**config.mk**
```make
export PLATFORM = sky130hd
export DESIGN_NAME = lif_neuron
export DESIGN_NICKNAME = d
export VERILOG_FILES = /design/src/rtl/lif_neuron.sv
export SDC_FILE = /design/constraint.sdc
export NUM_CORES = 1
export LEC_CHECK = 0
export CAP_MARGIN = 5
export CORE_MARGIN = 3
export CORE_UTILIZATION = 49
export DETAILED_ROUTE_END_ITERATION = 12
export HOLD_SLACK_MARGIN = 0.02
export PLACE_DENSITY = 0.76
export SYNTH_ARGS = -nofsm -noshare
export SYNTH_HDL_FRONTEND = slang
export SYNTH_SLANG_ARGS = --single-unit
```
**constraint.sdc**
```tcl
create_clock -name clk -period 4.1 [get_ports clk]
set_input_delay 0.41 -clock clk [delete_from_list [all_inputs] [get_ports clk]]
set_output_delay 0.41 -clock clk [all_outputs]
set_load 0.02 [all_outputs]
```
**src/rtl/lif_neuron.sv**
```systemverilog
// Leaky integrate-and-fire neuron: integrates weighted input spikes with a
// periodic shift-based leak, fires on threshold, then holds a refractory period.
module lif_neuron #(
    parameter int LEAK_PERIOD    = 4,
    parameter int LEAK_SHIFT     = 1,
    parameter int REFRACT_CYCLES = 3
) (
    input  logic       clk,
    input  logic       rst_n,
    input  logic       pre_spike,
    input  logic [7:0] weight,
    input  logic [7:0] threshold,
    input  logic       count_clr,
    output logic       post_spike,
    output logic [7:0] membrane,
    output logic       refractory,
    output logic [7:0] spike_count
);

    typedef enum logic {S_INTEGRATE = 1'b0, S_REFRACT = 1'b1} state_e;

    localparam logic [7:0] LEAK_LAST    = 8'(LEAK_PERIOD - 1);
    localparam logic [7:0] REFRACT_INIT = 8'(REFRACT_CYCLES);

    state_e     state_q, state_d;
    logic [7:0] membrane_q, membrane_d;
    logic       post_spike_q, post_spike_d;
    logic [7:0] spike_count_q, spike_count_d;
    logic [7:0] leak_cnt_q, leak_cnt_d;
    logic [7:0] refract_cnt_q, refract_cnt_d;

    logic       leak_evt;
    logic [7:0] v_leak;
    logic [7:0] v;
    logic       fire;

    // Subtracting a right-shifted copy of itself can never go below zero.
    function automatic logic [7:0] apply_leak(input logic [7:0] m);
        return m - (m >> LEAK_SHIFT);
    endfunction

    function automatic logic [7:0] sat_add(input logic [7:0] a, input logic [7:0] b);
        logic [8:0] sum;
        sum = {1'b0, a} + {1'b0, b};
        return sum[8] ? 8'hFF : sum[7:0];
    endfunction

    assign leak_evt = (leak_cnt_q == LEAK_LAST);
    assign v_leak   = leak_evt ? apply_leak(membrane_q) : membrane_q;
    assign v        = pre_spike ? sat_add(v_leak, weight) : v_leak;
    assign fire     = (state_q == S_INTEGRATE) && (threshold != 8'd0) && (v >= threshold);

    always_ff @(posedge clk or negedge rst_n) begin
        if (!rst_n) begin
            state_q       <= S_INTEGRATE;
            membrane_q    <= 8'd0;
            post_spike_q  <= 1'b0;
            spike_count_q <= 8'd0;
            leak_cnt_q    <= 8'd0;
            refract_cnt_q <= 8'd0;
        end else begin
            state_q       <= state_d;
            membrane_q    <= membrane_d;
            post_spike_q  <= post_spike_d;
            spike_count_q <= spike_count_d;
            leak_cnt_q    <= leak_cnt_d;
            refract_cnt_q <= refract_cnt_d;
        end
    end

    always_comb begin
        state_d = state_q;
        case (state_q)
            S_INTEGRATE: if (fire) state_d = S_REFRACT;
            S_REFRACT:   if (refract_cnt_q <= 8'd1) state_d = S_INTEGRATE;
            default:     state_d = S_INTEGRATE;
        endcase
    end

    always_comb begin
        membrane_d    = membrane_q;
        post_spike_d  = 1'b0;
        leak_cnt_d    = leak_cnt_q;
        refract_cnt_d = refract_cnt_q;
        case (state_q)
            S_INTEGRATE: begin
                if (fire) begin
                    membrane_d    = 8'd0;
                    post_spike_d  = 1'b1;
                    leak_cnt_d    = 8'd0;
                    refract_cnt_d = REFRACT_INIT;
                end else begin
                    membrane_d = v;
                    leak_cnt_d = leak_evt ? 8'd0 : leak_cnt_q + 8'd1;
                end
            end
            default: begin
                membrane_d    = 8'd0;
                leak_cnt_d    = 8'd0;
                refract_cnt_d = (refract_cnt_q != 8'd0) ? refract_cnt_q - 8'd1 : 8'd0;
            end
        endcase
    end

    // A fire coinciding with a clear leaves exactly that one fire counted.
    always_comb begin
        spike_count_d = spike_count_q;
        if (count_clr) begin
            spike_count_d = fire ? 8'd1 : 8'd0;
        end else if (fire && spike_count_q != 8'hFF) begin
            spike_count_d = spike_count_q + 8'd1;
        end
    end

    assign post_spike  = post_spike_q;
    assign membrane    = membrane_q;
    assign refractory  = (state_q == S_REFRACT);
    assign spike_count = spike_count_q;

endmodule

```
==> impl_metrics.ini <==
[critical_path]
cp-end-kind = flop
crit_path_start_kind = flop
cp.required_ns = 4.30
timing.rr.start = membrane[0]
critPathMaxFanout = 5
critPathKind = reg -> reg
critPathLaunch = membrane[0]
arrival_ns = 4.66

[clock_tree]
htreeDepth = 2
cts_sinks = 34
clock_latency_ns = 0.29
cts_hold_buf = 0
ctsRootBufferMaster = clkbuf_8
clk_pin_slew_ns = 0.08
numCtsBuffers = 5
cts_buffer_depth = 2
cts_tree = built

[synthesis]
async_flop_share_pct = 100
yosys.area.top_type = dfrtp_1
yosysSeqAreaShare_pct = 33.4
syn_area_mm2 = 0.00255
netlist_instances = 292
synth-seq-cells = 34
synth_top_area_share_pct = 33.4
ys.flop_type = dfrtp_1
synth_nets = 342
syn_area_per_cell_um2 = 8.73
synthTopCellsByArea = dfrtp_1, ha_1, a21oi_1, inv_1, nand2_1
synth-edff-count = 0
synth.distinct_cells = 51
yosysWarnings = 0

[floorplan]
die_height_um = 78.1
num_rows = 25
start_util_pct = 52.3
core_mm2 = 0.00488
io_pins = 38
dieArea_mm2 = 0.00611
dieWidth_um = 78.1

[power_and_ir_drop]
pwr-share-clk_pct = 30.7
p_comb_share_pct = 23.3
power.internal_mw = 0.598
cellPowerDensity_mw_per_mm2 = 226
ir_drop_v = 0.000271
swShare_pct = 30.7
net-switching-power_mw = 0.266
power_mw = 0.864
leakage_nw = 1.75
pwr-share-seq_pct = 46.0

[global_route]
antenna_found_initial = 0
grt_pass1_vias = 2674
grt_max_degree = 35
grt-ovfl-total = 0
grt_use_total_pct = 24.5
grt_pass1_wl_mm = 12.2

[sta]
slew_violations = 0
whs_ns = 0.520
finalSetupViolations = 34
fin_crit_sh_pct = 109
slew_headroom_pct = 69.9
fin_crit_ns = 4.46
fin_ws_ns = -0.362
fmax_mhz = 224
worstMarginPinSlew_ns = 0.452
rsz0062_at_grt = true
hold_viol_final = 0
skew_ns = 0.0137

[place]
io_buffers = 37
place_area_mm2 = 0.00345
hpwlAfterDp_mm = 5.00
gp_congestion = 0.880

[routing]
route.detailed.drc = 0
via_per_inst = 5.58
drt-pass1-iter-count = 4
drtAntennaViolNets = 0
wl_mm = 7.48
via_count = 2613
drt_iter0_markers = 170
drt-wirelength-per-cell_um = 16.0

[finish]
nFillCells = 319
drive_gt1_share_pct = 32.9
n_antenna_cell = 0
nNetsFinal = 450
design_area_mm2 = 0.00382
syn2layout_area_growth_pct = 49.9

[hold_path]
hp-class = in -> async

[run_status]
status = complete, but fails checks
violations = negative setup slack

[run]
drv_cap = 0
[power groups by stage]
stage / logic, mW / registers (mW) / clock network, mW
after CTS: 0.188 / 0.394 / 0.262
after global placement: 0.171 / 0.398 / 0
after global routing: 0.226 / 0.402 / 0.285
after detailed placement: 0.179 / 0.399 / 0
after floorplan: 0.114 / 0.393 / 0
final: 0.202 / 0.397 / 0.265
[cell type report]
| class | instances | area [µm²] | share of cell area (%) |
|---|---|---|---|
| inverters | 27 | 101 | 2.65 |
| clock buffers | 7 | 86.3 | 2.26 |
| flip-flops and latches | 34 | 856 | 22.4 |
| repair buffers | 106 | 901 | 23.6 |
| multi-input cells | 226 | 1790 | 46.8 |
| well taps | 67 | 83.8 | 2.19 |
| clock inverters | 1 | 5.00 | 0.131 |
[placed cells by master, fill, tap and decap left out, types with 4 or more instances in the layout]
master	count
a21o_1	4
a21oi_1	16
a21oi_2	6
and2_4	4
and3_1	5
buf_4	64
buf_6	4
clkbuf_8	6
clkdlybuf4s50_1	37
dfrtp_1	30
dfrtp_2	4
ha_1	26
inv_1	23
inv_2	4
nand2_1	19
nand2_2	5
nand2b_1	4
nand3_1	7
nor2_1	23
nor2b_1	4
nor3_1	4
o21ai_1	8
o22a_1	4
or3_1	4
xnor2_1	10
xor2_1	8
[metrics by stage]
stage | setup TNS, ns | worst slack, ns | cells | util [%]
after floorplan | -0.403 | -0.0756 | 292 | -
after global placement | -7.48 | -0.325 | 442 | 70.6
after detailed placement | -9.67 | -0.390 | 442 | 70.6
after CTS | -7.16 | -0.292 | 466 | 76.4
after global routing | -17.14 | -0.584 | 468 | 78.3
final | -9.27 | -0.362 | 468 | 78.3
[worst paths after layout]
check                      depth (start not counted)  slack, ns                to
max                                               22      -0.36    spike_count[5]
min                                                2       0.52       membrane[3]
max reg2reg                                       22      -0.36    spike_count[5]
min reg2reg                                        1       0.52  refract_cnt_q[5]
max in group asynchronous                          2       3.22       membrane[2]
min in group clk                                   1       0.52  refract_cnt_q[5]
[metal layers]
layer / up-vias / GRT usage [%] / routed length (µm)
met4: 0 / 6.99 / 121
met5: - / 0 / 0
met1: 1269 / 29.2 / 3140
li1: 1259 / - / -
met2: 74 / 45.2 / 3910
met3: 11 / 4.01 / 308
[cell usage after synthesis, drive strengths merged, types with 4 or more instances]
cell / number
a21oi: 23
dfrtp: 34
xor2: 8
xnor2: 10
and3: 7
nor2: 26
nand2: 26
nor3: 4
and2: 6
or3: 4
o22a: 4
a31oi: 4
nor2b: 6
nand2b: 4
inv: 27
nand3: 9
o21ai: 14
a21o: 4
ha: 28
[state kept, by name (all words and copies together), names as in the netlist]
signal         cells
leak_cnt_q         8
post_spike         1
refract_cnt_q      8
membrane           8
refractory         1
spike_count        8
[logic make-up after synthesis]
group	after synthesis	share of synthesized area, %
simple gates	105	20.9
compound gates	70	18.2
flops	34	33.4
buf+inv	32	4.81
fa+ha+maj	30	15.3
xor+xnor	18	6.18
mux	3	1.32
[critical path, stage by stage, from the launching register on]
cell      delay, ns
dfrtp_2        0.41
inv_2          0.07
ha_4           0.13
inv_2          0.03
fa_2           0.34
a21o_1         0.18
a21oi_2        0.16
xor2_1         0.17
o21ai_1        0.10
ha_1           0.38
buf_6          0.15
a311oi_4       0.31
a21oi_2        0.11
xnor2_1        0.24
a22oi_1        0.11
ha_1           0.32
and3_4         0.19
a221oi_2       0.06
nor2b_2        0.21
a21oi_4        0.07
buf_6          0.13
or4_1          0.39
a21oi_1        0.13
[what timing repair did]
item                                    CTS  global route
buffers inserted                         18             2
endpoints found under the setup margin   34            34
gates resized for setup                  21            18
gates cloned                              1             0
pin swaps                                32            10
(Power assumes the default switching activity.)
